[config.mk]
export PLATFORM = sky130hd
export DESIGN_NAME = duty_ctrl_flat
export DESIGN_NICKNAME = d
export VERILOG_FILES = /design/src/rtl/duty_ctrl_if.sv /design/src/rtl/duty_ctrl.sv /design/src/flat_wrapper.sv
export SDC_FILE = /design/constraint.sdc
export NUM_CORES = 1
export LEC_CHECK = 0
export CORE_ASPECT_RATIO = 0.8
export CORE_MARGIN = 2
export CORE_UTILIZATION = 54
export CTS_BUF_LIST = sky130_fd_sc_hd__clkbuf_4 sky130_fd_sc_hd__clkbuf_8
export CTS_CLUSTER_DIAMETER = 50
export DETAILED_ROUTE_END_ITERATION = 12
export PLACE_DENSITY = 0.76
export SLEW_MARGIN = 15
export SYNTH_ARGS = -nofsm -noshare
export SYNTH_HDL_FRONTEND = slang
export SYNTH_SLANG_ARGS = --single-unit
[constraint.sdc]
create_clock -name clk -period 12.71 [get_ports clk]
set_input_delay 2.542 -clock clk [delete_from_list [all_inputs] [get_ports clk]]
set_output_delay 2.542 -clock clk [all_outputs]
set_load 0.02 [all_outputs]
[src/rtl/duty_ctrl_if.sv]
// Button-command and duty-output bundle for duty_ctrl; all fields are plain levels or one-cycle pulses.
// No handshake: commands are sampled every clk edge and outputs are always valid.
interface duty_ctrl_if #(
    parameter int CHANNELS = 2,
    parameter int WIDTH    = 8
);
    logic [CHANNELS-1:0]       inc;
    logic [CHANNELS-1:0]       dec;
    logic [CHANNELS-1:0]       preset;
    logic                      estop;
    logic [CHANNELS*WIDTH-1:0] duty;
    logic [CHANNELS*WIDTH-1:0] target;
    logic [CHANNELS-1:0]       settled;

    modport master (
        output inc, dec, preset, estop,
        input  duty, target, settled
    );

    modport slave (
        input  inc, dec, preset, estop,
        output duty, target, settled
    );
endinterface

[src/rtl/duty_ctrl.sv]
// Per-channel saturating target with slew-limited duty ramp; target follows commands after 1 edge,
// duty moves only on prescaler ticks (estop zeroes both at once); no backpressure, inputs always accepted.
module duty_ctrl #(
    parameter int CHANNELS  = 2,
    parameter int WIDTH     = 8,
    parameter int STEP      = 8,
    parameter int PRESET    = 128,
    parameter int RAMP_DIV  = 250000,
    parameter int RAMP_STEP = 1
) (
    input  logic        clk,
    input  logic        rst,
    duty_ctrl_if.slave  io
);
    localparam int              CW       = (RAMP_DIV > 1) ? $clog2(RAMP_DIV) : 1;
    localparam logic [CW-1:0]   DIV_LAST = CW'(RAMP_DIV - 1);
    localparam longint          FULL     = (longint'(1) << WIDTH) - 1;
    localparam logic [WIDTH:0]  MAX_W    = {1'b0, {WIDTH{1'b1}}};
    // Steps wider than the duty word behave exactly like a full-scale step, so clamp them.
    localparam logic [WIDTH:0]  STEP_W   = (STEP >= FULL) ? MAX_W : (WIDTH+1)'(STEP);
    localparam logic [WIDTH-1:0] RSTEP_W = (RAMP_STEP >= FULL) ? {WIDTH{1'b1}} : WIDTH'(RAMP_STEP);
    localparam logic [WIDTH-1:0] PRESET_W = WIDTH'(PRESET);

    logic [CW-1:0] cnt_q, cnt_d;
    logic          tick;

    always_comb begin
        tick  = (cnt_q == DIV_LAST);
        cnt_d = tick ? '0 : cnt_q + CW'(1);
    end

    always_ff @(posedge clk or posedge rst) begin
        if (rst) cnt_q <= '0;
        else     cnt_q <= cnt_d;
    end

    for (genvar g = 0; g < CHANNELS; g++) begin : g_ch
        logic [WIDTH-1:0] target_q, target_d;
        logic [WIDTH-1:0] duty_q, duty_d;
        logic [WIDTH-1:0] gap, ramp_amt;
        logic [WIDTH:0]   up_sum;

        always_comb begin
            up_sum   = {1'b0, target_q} + STEP_W;
            target_d = target_q;
            if (io.estop)
                target_d = '0;
            else if (io.preset[g])
                target_d = PRESET_W;
            else if (io.inc[g] && !io.dec[g])
                target_d = (up_sum > MAX_W) ? MAX_W[WIDTH-1:0] : up_sum[WIDTH-1:0];
            else if (io.dec[g] && !io.inc[g])
                target_d = ({1'b0, target_q} >= STEP_W) ? target_q - STEP_W[WIDTH-1:0] : '0;

            // Ramp toward the pre-edge target; clipping to the gap prevents overshoot.
            gap      = (duty_q < target_q) ? target_q - duty_q : duty_q - target_q;
            ramp_amt = (gap < RSTEP_W) ? gap : RSTEP_W;
            duty_d   = duty_q;
            if (io.estop)
                duty_d = '0;
            else if (tick && (duty_q < target_q))
                duty_d = duty_q + ramp_amt;
            else if (tick && (duty_q > target_q))
                duty_d = duty_q - ramp_amt;
        end

        always_ff @(posedge clk or posedge rst) begin
            if (rst) begin
                target_q <= PRESET_W;
                duty_q   <= '0;
            end else begin
                target_q <= target_d;
                duty_q   <= duty_d;
            end
        end

        assign io.duty[g*WIDTH +: WIDTH]   = duty_q;
        assign io.target[g*WIDTH +: WIDTH] = target_q;
        assign io.settled[g]               = (duty_q == target_q);
    end
endmodule
[src/flat_wrapper.sv]
// flat-port wrapper written by rule: the top's interface ports become plain ports
module duty_ctrl_flat 
#(
    parameter int CHANNELS  = 2,
    parameter int WIDTH     = 8,
    parameter int STEP      = 8,
    parameter int PRESET    = 128,
    parameter int RAMP_DIV  = 250000,
    parameter int RAMP_STEP = 1
)
  (clk, rst, io_inc, io_dec, io_preset, io_estop, io_duty, io_target, io_settled);
  duty_ctrl_if #(.CHANNELS(CHANNELS), .WIDTH(WIDTH)) io_i ();
  input  logic clk;
  input  logic rst;
  input wire logic [$bits(io_i.inc)-1:0] io_inc;
  input wire logic [$bits(io_i.dec)-1:0] io_dec;
  input wire logic [$bits(io_i.preset)-1:0] io_preset;
  input wire logic [$bits(io_i.estop)-1:0] io_estop;
  output wire logic [$bits(io_i.duty)-1:0] io_duty;
  output wire logic [$bits(io_i.target)-1:0] io_target;
  output wire logic [$bits(io_i.settled)-1:0] io_settled;
  assign io_i.inc = io_inc;
  assign io_i.dec = io_dec;
  assign io_i.preset = io_preset;
  assign io_i.estop = io_estop;
  assign io_duty = io_i.duty;
  assign io_target = io_i.target;
  assign io_settled = io_i.settled;
  duty_ctrl #(.CHANNELS(CHANNELS), .WIDTH(WIDTH), .STEP(STEP), .PRESET(PRESET), .RAMP_DIV(RAMP_DIV), .RAMP_STEP(RAMP_STEP)) u_core (.clk(clk), .rst(rst), .io(io_i));
endmodule
==> results.md <==
- Slew headroom: 34.7%
- Synth warn: 0
- DR DRC count: 0
- Hold Fails Final Rpt: 0
- P&R area growth vs syn: 11.5%
- I/O pin count: 43
- Critical Path Source Type: flop
- P_leak: 2.33 nW
- Clk buf depth: 2
- Fin crit period: 5.47 ns
- CP arrival: 5.71 ns
- Ys async rst share: 100%
- Antenna Cells: 0
- Post-Place Cells: 698
- Number of flops mapped to enable cells by yosys: 0
- Ratio of cells with drive above 1 in the final layout: 5.89%
- CP Capture Type: flop
- Max cap viols: 0
- Router iterations before antenna repair: 5
- Site Rows: 30
- Final Max Tran Viols: 0
- H-tree depth: 2
- Worst Clk Skew: 0.0106 ns
- Multi-input logic area: 3170 µm²
- Peak VDD IR: 40.1 µV
- Reg area: 1150 µm²
- Post-CTS sizing: 0
- Routed Antenna Nets: 0
- Hold_buf cts: 0
- Dpl hpwl: 8200 µm
- Status: finished, final reports clean
- Hold Crit Class: reg2reg
- Setup-failing EPs final: 0
- DIE AREA: 9380 µm²
- Setup TNS: 0 ns
- First-pass GRT wire length: 18100 µm
- Root buffer cell: clkbuf_8
- CTS sink cnt: 46
- Port Buf Inserts: 42
- Netlist cell types: 70
- Drt first-iter violations: 181
- Post-CTS setup buffers: 0
- Crit Path Category: reg2reg
- All-Layer GR Usage: 23.9%
- CTS Buf Count: 5
- Clk_lat worst skew: 0.31 ns
- Final layout net count: 663
- DR WL/cell: 15.2 µm
- CTS tree: done
- Mean Syn Cell Area: 8.21 µm²
- RePlAce Congestion: 0.920
- Initial Util: 55.1%
- Register area share after synthesis: 24.8%
- CTS clock-pin slew for the worst setup and hold paths: 0.10 ns
- Vias: 4083
- Worst Path Required: 12.95 ns
- CP max FO: 10
- Fillcell total: 772
- Finished Layout Cells: 706
- Antenna violations before repair: 0
- Routed vias/inst: 5.78
- RSZ-0062 raised after global routing: false
- Vias in the first global route: 3720
- Netlist Area Pre-Place: 4660 µm²
- Seq cells post-synth: 46
- Die Y: 87.1 µm
- Synth Instances: 567
- Actual slew at the worst max-slew pin: 0.979 ns
- Gr ovfl total: 0
- DRT Wirelength: 10800 µm
- Max Clk Rate: 0.183 GHz
- Dominant synthesized flop cell: dfrtp_1
- Power per Cell Area: 76.4 nW/µm²
- Fin crit share: 43.0%
- Die Span X: 108 µm
- Largest net degree at the start of global routing: 47
- Core area: 8450 µm²
flip-flops by register name, indices dropped and copies added, names as in the netlist:
register and cells:
u_core.cnt_q 18, u_core.g_ch.duty_q 16, u_core.g_ch.target_q 12
cell usage in the layout (no fill, tap or decap), drive strengths merged, types with 4 or more instances in the layout:
master and count:
fa 6, dfrtp 44, o211ai 6, and3 5, nor2 63, nor4 6, inv 52, nor2b 6
nand3 11, nand2 43, ha 55, a21o 14, buf 4, mux2i 7, a21oi 58, clkdlybuf4s50 42
xor2 18, o21bai 5, a211oi 6, clkbuf 5, nand4 10, a31oi 9, o21ai 27, and2 5
xnor2 17, nor4b 4, nor3 13, or3 4
kinds of logic (layout without fill, tap and decap cells):
kind of cell / count (synthesis) / in the layout / share of synthesized area (%)
and+or+nand+nor: 187 / 187 / 20.9
AOI/OAI and AO/OA: 148 / 148 / 20.6
buffers and inverters: 79 / 105 / 7.28
adders and majority gates: 62 / 62 / 17.6
DFF: 46 / 46 / 24.8
xor gates and xnor gates: 35 / 35 / 6.75
muxes: 9 / 9 / 2.07
other: 1 / 2 / 0.0805
final timing paths:
check / start / endpoint / slack [ns] / cells after the start
setup reg to reg: u_core.g_ch[0].target_q[1]$_DFFE_PP0P_ / u_core.g_ch[0].duty_q[7]$_DFFE_PP0P_ / 7.24 / 19
setup / recovery: u_core.g_ch[0].target_q[1]$_DFFE_PP0P_ / u_core.g_ch[0].duty_q[7]$_DFFE_PP0P_ / 7.24 / 19
min in group asynchronous: rst / u_core.cnt_q[5]$_DFF_PP0_ / 2.77 / 2
hold reg to reg: u_core.cnt_q[13]$_DFF_PP0_ / u_core.cnt_q[13]$_DFF_PP0_ / 0.51 / 1
max in group asynchronous: rst / u_core.g_ch[0].duty_q[6]$_DFFE_PP0P_ / 9.33 / 2
hold / removal: u_core.cnt_q[13]$_DFF_PP0_ / u_core.cnt_q[13]$_DFF_PP0_ / 0.51 / 1
worst max-delay path, cell delays in order, from the launching register on:
cell and delay, ns:
dfrtp_1 0.55, inv_1 0.20, ha_1 0.48, a21o_1 0.20, a21oi_2 0.08, o21bai_1 0.45
mux2_2 0.39, a31oi_1 0.17, xnor2_1 0.12, nor4_4 0.44, ha_1 0.31, and2_1 0.15
ha_1 0.27, a21o_1 0.18, a21oi_1 0.21, o21bai_1 0.09, a21oi_1 0.22, o21ai_0 0.25
or4_1 0.55, nand4_1 0.09
per-layer routing:
metal  vias up  part of all wire, %  track usage [%]
met4         0                 0.69             3.61
met2       125                   44             37.2
met3        11                  5.7             4.34
met1      1916                   49             35.4
met5         -                    0                0
li1       2031                    -                -
stage by stage:
stage                     utilization [%]  total power, W  instance area, µm²  worst slack (ns)  hold slack, ns
after CTS                            61.5        0.000398                5190              7.23           0.509
after global routing                 61.5        0.000423                5190              6.82           0.532
after floorplan                         -        0.000272                4660              7.69           0.456
final                                61.5        0.000397                5190              7.24           0.507
after global placement               60.4        0.000300                5100              7.47           0.480
after detailed placement             60.4        0.000303                5100              7.27           0.494
cell usage after synthesis (all sizes together) (3+ instances only):
master / instances / share of area, %
nor2: 63 / 5.2
a21oi: 58 / 7.0
ha: 55 / 15
inv: 51 / 4.1
dfrtp: 44 / 24
nand2: 43 / 3.5
o21ai: 27 / 3.0
xor2: 18 / 3.4
xnor2: 17 / 3.4
clkbuf: 16 / 1.3
a21o: 14 / 2.3
nor3: 13 / 1.4
buf: 12 / 1.9
nand3: 11 / 1.2
nand4: 10 / 1.5
a31oi: 9 / 1.2
mux2i: 7 / 1.5
a211oi: 6 / 1.1
fa: 6 / 2.6
nor2b: 6 / 0.81
nor4: 6 / 1.5
o211ai: 6 / 0.97
and2: 5 / 0.67
and3: 5 / 0.67
o21bai: 5 / 0.81
nor4b: 4 / 0.89
or3: 4 / 0.54
nand2b: 3 / 0.40
nor3b: 3 / 0.48
o22ai: 3 / 0.40
where the power goes:
group | internal, W | switching [W]
registers | 0.000149 | 0.00000563
clock network | 0.0000389 | 0.0000551
logic | 0.0000619 | 0.0000864
area by class of cell:
cell class,instances,area share [%]
Multi-Input combinational cell,443,61.0
Sequential cell,46,22.2
Clock inverter,3,0.362
Clock buffer,5,1.33
Inverter,51,3.69
Tap cell,112,2.70
Timing Repair Buffer,46,8.68
Note: power is estimated with default switching activity, not from simulation.
